File: config.mk
export PLATFORM = sky130hd
export DESIGN_NAME = ro_puf_measure_ctrl
export DESIGN_NICKNAME = d
export VERILOG_FILES = /design/src/rtl/ro_puf_pkg.sv /design/src/rtl/ro_puf_phase_timer.sv /design/src/rtl/ro_puf_measure_ctrl.sv
export SDC_FILE = /design/constraint.sdc
export NUM_CORES = 1
export LEC_CHECK = 0
export ABC_AREA = 1
export BUFFER_PORTS_ARGS = -buffer_cell sky130_fd_sc_hd__buf_2
export CAP_MARGIN = 40
export CORE_AREA = 2 2 125 127
export DETAILED_ROUTE_END_ITERATION = 7
export DIE_AREA = 0 0 127 129
export PLACE_DENSITY_LB_ADDON = 0.2
export REMOVE_ABC_BUFFERS = 1
export SLEW_MARGIN = 40
export SYNTH_ARGS = -nofsm -noshare
export SYNTH_HDL_FRONTEND = slang
export SYNTH_SLANG_ARGS = --single-unit
File: constraint.sdc
create_clock -name clk -period 1.9 [get_ports clk]
set_input_delay 0.19 -clock clk [delete_from_list [all_inputs] [get_ports clk]]
set_output_delay 0.19 -clock clk [all_outputs]
set_load 0.02 [all_outputs]
File: src/rtl/ro_puf_pkg.sv
// Shared types and constants for the RO-PUF measurement controller.
//   state_e    : controller phase encoding
//   CNT_W      : edge counter width
//   CNT_SAT    : counter value that means the counter saturated
//   tmr_width(): width of the shared phase timer for the given phase lengths
package ro_puf_pkg;

  localparam int unsigned CNT_W = 16;
  localparam logic [CNT_W-1:0] CNT_SAT = '1;

  typedef enum logic [2:0] {
    StIdle,
    StClear,
    StRun,
    StSettle,
    StCapture,
    StDone
  } state_e;

  // The timer is loaded with (length - 1), so $clog2(longest) bits suffice.
  function automatic int unsigned tmr_width(int unsigned win, int unsigned clr,
                                            int unsigned settle);
    int unsigned m;
    m = win;
    if (clr > m) m = clr;
    if (settle > m) m = settle;
    return (m < 2) ? 1 : $clog2(m);
  endfunction

endpackage

File: src/rtl/ro_puf_phase_timer.sv
// Down-counting phase timer shared by all controller phases.
//   clk      : system clock
//   Reset    : synchronous active-high reset (clears count)
//   load     : load load_val (takes priority over tick)
//   load_val : phase length minus one
//   tick     : decrement by one; holds at zero
//   expired  : count has reached zero (last cycle of the phase)
module ro_puf_phase_timer #(
  parameter int unsigned Width = 4
) (
  input  logic             clk,
  input  logic             Reset,
  input  logic             load,
  input  logic [Width-1:0] load_val,
  input  logic             tick,
  output logic             expired
);

  logic [Width-1:0] cnt_q;

  always_ff @(posedge clk) begin
    if (Reset) begin
      cnt_q <= '0;
    end else if (load) begin
      cnt_q <= load_val;
    end else if (tick && (cnt_q != '0)) begin
      cnt_q <= cnt_q - 1'b1;
    end
  end

  assign expired = (cnt_q == '0);

endmodule

File: src/rtl/ro_puf_measure_ctrl.sv
// RO-PUF key generation sequencer. Walks NUM_BITS RO pairs; for each pair clears the
// edge counters, enables the oscillators for a fixed window, waits for late edges to
// land, then compares the two counts into one key bit.
//   clk, Reset     : clock, synchronous active-high reset
//   start          : begin a key (only honoured in idle)
//   cnt_a, cnt_b   : edge counts of the selected pair
//   ro_sel         : selected pair index
//   ro_en, cnt_rst : oscillator enable, counter clear
//   busy, done     : run in progress, one-cycle completion pulse
//   key, key_valid : response vector and its validity flag
//   tie_cnt        : pairs with equal counts in the last run
//   sat_err        : some count saturated in the last run
module ro_puf_measure_ctrl
  import ro_puf_pkg::*;
#(
  parameter int unsigned NUM_BITS      = 128,
  parameter int unsigned SEL_W         = 7,
  parameter int unsigned WINDOW_CYCLES = 1024,
  parameter int unsigned CLR_CYCLES    = 2,
  parameter int unsigned SETTLE_CYCLES = 4
) (
  input  logic                clk,
  input  logic                Reset,
  input  logic                start,
  input  logic [CNT_W-1:0]    cnt_a,
  input  logic [CNT_W-1:0]    cnt_b,
  output logic [SEL_W-1:0]    ro_sel,
  output logic                ro_en,
  output logic                cnt_rst,
  output logic                busy,
  output logic                done,
  output logic [NUM_BITS-1:0] key,
  output logic                key_valid,
  output logic [SEL_W:0]      tie_cnt,
  output logic                sat_err
);

  localparam int unsigned TmrW = tmr_width(WINDOW_CYCLES, CLR_CYCLES, SETTLE_CYCLES);
  localparam logic [TmrW-1:0] ClrLoad    = TmrW'(CLR_CYCLES - 1);
  localparam logic [TmrW-1:0] WinLoad    = TmrW'(WINDOW_CYCLES - 1);
  localparam logic [TmrW-1:0] SettleLoad = TmrW'(SETTLE_CYCLES - 1);
  localparam logic [SEL_W-1:0] LastSel   = SEL_W'(NUM_BITS - 1);

  state_e state_q, state_d;

  logic [SEL_W-1:0]    ro_sel_q;
  logic [NUM_BITS-1:0] key_q;
  logic                key_valid_q;
  logic [SEL_W:0]      tie_cnt_q;
  logic                sat_err_q;

  logic            tmr_load;
  logic [TmrW-1:0] tmr_val;
  logic            tmr_tick;
  logic            tmr_expired;

  logic accept;
  logic last_pair;

  assign accept    = (state_q == StIdle) && start;
  assign last_pair = (ro_sel_q == LastSel);

  ro_puf_phase_timer #(
    .Width(TmrW)
  ) u_timer (
    .clk     (clk),
    .Reset   (Reset),
    .load    (tmr_load),
    .load_val(tmr_val),
    .tick    (tmr_tick),
    .expired (tmr_expired)
  );

  always_comb begin
    state_d  = state_q;
    tmr_load = 1'b0;
    tmr_val  = '0;
    tmr_tick = 1'b0;
    ro_en    = 1'b0;
    cnt_rst  = 1'b0;
    busy     = 1'b0;
    done     = 1'b0;
    unique case (state_q)
      StIdle: begin
        cnt_rst = 1'b1;
        if (start) begin
          state_d  = StClear;
          tmr_load = 1'b1;
          tmr_val  = ClrLoad;
        end
      end
      StClear: begin
        cnt_rst = 1'b1;
        busy    = 1'b1;
        if (tmr_expired) begin
          state_d  = StRun;
          tmr_load = 1'b1;
          tmr_val  = WinLoad;
        end else begin
          tmr_tick = 1'b1;
        end
      end
      StRun: begin
        ro_en = 1'b1;
        busy  = 1'b1;
        if (tmr_expired) begin
          state_d  = StSettle;
          tmr_load = 1'b1;
          tmr_val  = SettleLoad;
        end else begin
          tmr_tick = 1'b1;
        end
      end
      StSettle: begin
        busy = 1'b1;
        if (tmr_expired) begin
          state_d = StCapture;
        end else begin
          tmr_tick = 1'b1;
        end
      end
      StCapture: begin
        busy = 1'b1;
        if (last_pair) begin
          state_d = StDone;
        end else begin
          state_d  = StClear;
          tmr_load = 1'b1;
          tmr_val  = ClrLoad;
        end
      end
      StDone: begin
        cnt_rst = 1'b1;
        done    = 1'b1;
        state_d = StIdle;
      end
      default: state_d = StIdle;
    endcase
  end

  always_ff @(posedge clk) begin
    if (Reset) begin
      state_q     <= StIdle;
      ro_sel_q    <= '0;
      key_q       <= '0;
      key_valid_q <= 1'b0;
      tie_cnt_q   <= '0;
      sat_err_q   <= 1'b0;
    end else begin
      state_q <= state_d;
      if (accept) begin
        ro_sel_q    <= '0;
        key_q       <= '0;
        key_valid_q <= 1'b0;
        tie_cnt_q   <= '0;
        sat_err_q   <= 1'b0;
      end
      if (state_q == StCapture) begin
        // Ties resolve to 0 and are counted; saturation is flagged but the bit is kept.
        key_q[ro_sel_q] <= (cnt_a > cnt_b);
        if (cnt_a == cnt_b) tie_cnt_q <= tie_cnt_q + 1'b1;
        if ((cnt_a == CNT_SAT) || (cnt_b == CNT_SAT)) sat_err_q <= 1'b1;
        if (!last_pair) ro_sel_q <= ro_sel_q + 1'b1;
      end
      if (state_q == StDone) key_valid_q <= 1'b1;
    end
  end

  assign ro_sel    = ro_sel_q;
  assign key       = key_q;
  assign key_valid = key_valid_q;
  assign tie_cnt   = tie_cnt_q;
  assign sat_err   = sat_err_q;

endmodule

# Word level (Yosys, flattened, before mapping)
# Cells that the tools add are included.
[op_classes]
n_reduce_logical = 14
order_cmp = 3
n_eq_ne = 13
addsub = 3
n_mux = 40
[op_table]
columns = ["cell", "count"]
rows = [
  ["2-to-1 mux 128 bit", 3],
  ["bitwise mux 128 bit", 1],
  ["one-hot mux 10 bit (4 select lines)", 1],
  ["== test 16 bit (second input constant)", 2],
  ["2-to-1 mux 10 bit", 3],
  ["2-to-1 mux 8 bit", 3],
  ["2-to-1 mux 7 bit", 3],
  ["2-to-1 mux 1 bit", 17],
  ["== test 16 bit", 1],
  ["greater-than comparator 16 bit", 1],
  ["2-to-1 mux 3 bit", 5],
  ["one-hot mux 3 bit (5 select lines)", 1],
  ["zero test 10 bit", 1],
  ["nonzero test 10 bit", 1],
  ["subtractor 10 x 1 -> 10 bit (second input constant)", 1],
  ["adder 8 x 1 -> 8 bit (second input constant)", 1],
  ["< comparator 7 x 8 -> 1 bit (second input constant)", 1],
  ["!= test 2 bit (second input constant)", 4],
  ["adder 7 x 1 -> 7 bit (second input constant)", 1],
  ["demux 1 bit (select 7 bit)", 1],
  ["== test 7 bit (second input constant)", 1],
  [">= comparator 7 x 1 -> 1 bit (second input constant)", 1],
  ["== test 3 x 2 -> 1 bit (second input constant)", 2],
  ["== test 3 bit (second input constant)", 2],
  ["other kinds (11)", 15],
]
[word_totals]
ff_bits = 158
input_bits = 35
wordCells = 80
out_inout_bits = 149

# Longest topological paths before layout
[depth]
ltp_word = 6
depth_mapped = 12
depth_no_buf = 12

# Cells and area by module
# A second synthesis with hierarchy kept.
[hier_totals]
hier_cells = 1261
hier_area_um2 = 8239.2
[modules_own_cells]
columns = ["module", "area_per_inst_um2", "seq_area_each_um2", "n_inst", "cells_per_inst"]
rows = [
  ["ro_puf_measure_ctrl", 7480.9, 2962.8, 1, 1145],
  ["ro_puf_phase_timer", 758.2, 200.2, 1, 116],
]

# Worst setup path after synthesis
# Ideal clock, no wire load.
[synth_path]
path_type = "flip-flop to flip-flop"
from = "reg ro_sel_q[0] (netlist: ro_sel[0])"
to = "reg u_timer.cnt_q[7]"
setup_slack_ns = 0.214
arrival_ns = 1.570
required_ns = 1.784
path_stages_with_launch = 9
setup_time_ns = 0.116
synth_period_minus_slack_ns = 1.686
path_cell_list = "dfxtp_1 ha_1 nand2_1 inv_1 nand3_2 a21oi_4 nand3_4 o21ai_0 nor2_1"
[synth_via]
elab_chain_cells = 4
elab_cells_between_ends = 5
[synth_rtl]
columns = ["item", "line", "source"]
rows = [
  ["start: declaration", "ro_puf_measure_ctrl.sv:46", "logic [SEL_W-1:0] ro_sel_q;"],
  ["start signal: assignment", "ro_puf_measure_ctrl.sv:163", "if (!last_pair) ro_sel_q <= ro_sel_q + 1'b1;"],
  ["== test 7 bit (*)", "ro_puf_measure_ctrl.sv:61", "assign last_pair = (ro_sel_q == LastSel);"],
  ["2-to-1 mux 1 bit (*)", "ro_puf_measure_ctrl.sv:124", "if (last_pair) begin"],
  ["one-hot mux 1 bit (3 select lines) (*)", "ro_puf_measure_ctrl.sv:83", "unique case (state_q)"],
  ["2-to-1 mux 10 bit / nonzero test 2 bit (equally long branches)", "--", ""],
  ["end signal: assignment", "ro_puf_phase_timer.sv:25", "cnt_q <= load_val;"],
  ["end signal: assignment", "ro_puf_phase_timer.sv:27", "cnt_q <= cnt_q - 1'b1;"],
  ["end: declaration", "ro_puf_phase_timer.sv:19", "logic [Width-1:0] cnt_q;"],
]
# Mark *: on every way between the ends. The rest lies on a longest branch, timed or not.
# A chain may end at the register's enable or synchronous reset.

# Worst setup path in the final report
[layout_path]
from = "reg state_q[0]"
to = "out busy"
[layout_via]
elab_chain_cells = 3
elab_cells_between_ends = 6
[layout_rtl]
columns = ["item", "line", "source"]
rows = [
  ["start: declaration", "ro_puf_measure_ctrl.sv:44", "state_e state_q, state_d;"],
  ["start signal: assignment", "ro_puf_measure_ctrl.sv:143", "state_q <= StIdle;"],
  ["start signal: assignment", "ro_puf_measure_ctrl.sv:150", "state_q <= state_d;"],
  ["== test 3 bit (tied with other cells)", "ro_puf_measure_ctrl.sv:83", ""],
  ["OR reduction 4 bit (no source line) (*)", "--", ""],
  ["2-to-1 mux 1 bit (*)", "ro_puf_measure_ctrl.sv:83", ""],
  ["end: declaration", "ro_puf_measure_ctrl.sv:30", "output logic busy,"],
]
# Marks and branches as above.

==> impl_results.md <==
* GRT Total Usage at 27.1%
* Maximum fanout along the worst path at 8
* Highest attainable clock frequency at 552 MHz
* Violation count after the first detailed-route iteration at 680
* Setup slack of the most critical reg-to-reg path at 150 ps
* Routed Antenna Nets at 0
* Critical path type: flop to primary output
* Number of different library cells in the post-synthesis netlist at 35
* Synthesized flop and latch total at 158
* Clock root buffer: clkbuf_16
* Detail Placement HPWL at 14.8 mm
* Share of flip-flops with an asynchronous set or reset after synthesis at 0%
* Crit start category: flop
* Ratio of total power to cell area at 899 nW/um^2
* Stages on the worst setup path at 5
* Unrepaired setup endpoints after global routing: true
* Fin cells at 1581
* Setup Viol. Count Final at 0
* Dpl ws at 21.0 ps
* Highest cell delay on the worst timing path at 440 ps
* Detail-routed net length per standard cell at 14.0 um
* Max_cap viols at 0
* Clock latency on the worst-skew pair at 420 ps
* Final routed wirelength across all metal layers at 22.1 mm
* Final standard cell area without fillers at 9740 sq um
* Global placer's final weighted congestion at 0.857
* Worst path slowest cell: dfxtp_1
* Average footprint of a synthesized cell at 6.54 sq um
* Initial antenna violation count at 0
* Endpoint of the worst-slack reg-to-reg timing path: key[77]$_SDFF_PP0_
* Clk sink count at 158
* Number of cells produced by synthesis at 1235
* Maximum number of pins on one net before global-route repair at 57
* Final cell utilization of the core at 65.1%
* Yosys Warn Count at 0
* Arrival @ worst endpoint at 1620 ps
* Core box area at 15000 sq um
* Area overhead of the layout relative to synthesis at 20.6%
* Slew of the pin with the lowest slew margin at 519 ps
* Boundary pin count at 184
* PnR worst setup slack at 89.5 ps
* Hold Path Class: primary input to flop
* Final clock skew at 6.90 ps
* Number of cells on the worst reg-to-reg path at 6
* Post-layout minimum cycle time at 1810 ps
* Deepest level of the CTS H-tree at 4
* Result of the run: completed
* Number of buffer and inverter stages on the critical path at 2
* Required time of the critical path at 1710 ps
* Max-slew headroom at the worst pin at 65.3%
* Die Y at 129 um
* Clk pin slew, worst setup/hold paths at 60 ps
* Number of buffers added to fix hold violations after cts at 0
* Largest area contributor in the netlist: dfxtp_1
* Clock tree from TritonCTS: yes
* VDD IR-drop max at 0.600 mV
* Vias in the first global route at 7344
* Wire length of the first global-routing pass at 36.1 mm
* CTS buffer count at 17
* DRC violations left at 0
* Final hold viol count at 0
* Netlist Area Pre-Place at 8080 sq um
* Floorplan die area at 16400 sq um
* Prevailing post-synth register cell: dfxtp_1
* Number of iterations in the first detailed-routing pass at 6
* Total power of the final layout at 8.77 mW
* Count of input and output buffers at 183
* Post-CTS setup buffer count at 0
* Source of the worst register-to-register timing path: ro_sel[3]$_SDFF_PP0_
* Overflow left after global routing at 0
* Vias per cell at 5.27
* Net count, final at 1437
* Number of cell rows at 45
* Critical Path Source: state_q[0]$_SDFFE_PP0P_
* Destination of the critical timing path: busy
* Fraction of post-synthesis cell area in the top cell type by area at 39.2%
* Share of cells above drive strength 1 at 19.5%
* Cell count after placement at 1551
* Total vias in the final route at 8337
* Die width at 127 um
* Top cells by count, synth: 353 x nand2_1, 195 x nor2_1, 158 x dfxtp_1
* Fillers at 1442
* Post-route clock period utilization at 95.3%
* Diode count at 0
* Cells traversed along the worst timing path: nor2_4 -> nand2_4 -> inv_4 -> or2_2 -> buf_2
* Final count of pins violating max slew at 0
* Number of enable-type register cells in the synthesized netlist at 0
* Leakage power figure at 4.26 nW
* Area of placed instances at 9160 sq um
* Minimum hold slack at 216 ps
* Initial Utilization at 53.9%
* Maximum root-to-sink buffer count at 2
* Setup TNS after final layout at 0 ps
* CP Capture Type: primary output
* Most used standard cell by instance count after synthesis: nand2_1
* Register area share after synthesis at 39.2%
* Ranking of synthesized cells by area: dfxtp_1 39%, nand2_1 16%, a21oi_1 9.4%, nor2_1 9.1%, o21ai_0 6.7%
* Family of cells with the greatest summed delay on the critical path: simple AND/OR/NAND/NOR gates
-- cell type report --
| type | instances | area [sq um] | share of cell area [%] |
|---|---|---|---|
| multi-input combinational | 933 | 4290 | 44.1 |
| tap | 188 | 235 | 2.41 |
| clock buffer | 20 | 457 | 4.69 |
| clock inverter | 10 | 115 | 1.18 |
| inverter | 57 | 221 | 2.27 |
| sequential | 158 | 3170 | 32.5 |
| timing repair buffer | 215 | 1260 | 12.9 |
-- registers in the layout, indices dropped and copies added (netlist names) --
register	cells
state_q	3
key_valid	1
u_timer.cnt_q	10
sat_err	1
ro_sel	7
key	128
tie_cnt	8
-- worst min-delay path by stage --
stage / startpoint / endpoint / slack [ps] / depth (start not counted)
after floorplan: Reset / ro_sel[1]$_SDFF_PP0_ / 260 / 1
after global placement: sat_err$_SDFF_PP0_ / sat_err$_SDFF_PP0_ / 450 / 2
after detailed placement: key_valid$_SDFFE_PP0P_ / key_valid$_SDFFE_PP0P_ / 470 / 2
after CTS: Reset / ro_sel[3]$_SDFF_PP0_ / 190 / 3
after global routing: Reset / ro_sel[1]$_SDFF_PP0_ / 230 / 3
final: Reset / tie_cnt[1]$_SDFF_PP0_ / 220 / 3
-- cell families after synthesis --
logic type      count (synthesis)  synth area share (%)
fa+ha+maj                      20                  3.10
flops                         158                  39.2
xor+xnor                        8                 0.867
buf+inv                       144                  7.87
simple gates                  599                  29.7
compound gates                306                  19.3
-- cells in the final DEF, fill, tap and decap left out, drive strengths merged --
cell / count
a211oi: 1
a21boi: 1
a21oi: 152
a31oi: 2
buf: 215
bufinv: 2
clkbuf: 20
clkinv: 4
clkinvlp: 3
dfxtp: 158
ha: 20
inv: 58
nand2: 356
nand3: 25
nand4: 10
nor2: 201
nor3: 3
o211ai: 1
o21a: 1
o21ai: 145
o21bai: 1
o22ai: 2
or2: 4
xnor2: 1
xor2: 7
-- worst min-delay path, delay by kind of cell --
| family | cells | cell delay (ps) |
|---|---|---|
| buffers and inverters | 2 | 330 |
| AND/OR/NAND/NOR | 1 | 60 |
-- timing repair --
| action | in CTS | in global routing |
|---|---|---|
| endpoints found under the setup margin | 0 | 31 |
| hold endpoints to repair | 0 | 0 |
| resized for setup | 0 | 5 |
-- per-layer routing --
layer	routed length (um)	vias to the layer above	GRT usage, %
met5	0	-	0
met4	508	0	10.0
met3	1320	37	5.70
met2	10200	242	44.3
met1	10000	3765	35.5
li1	-	4293	-
-- power by group --
part           switching, mW  total, mW  leakage, nW  internal [mW]
logic                   1.28       1.93         2.71          0.646
clock network           1.34       3.32        0.274           1.99
registers             0.0972       3.51         1.28           3.42
total                   2.72       8.77         4.26           6.05
Power figures use the tool's default switching activity.
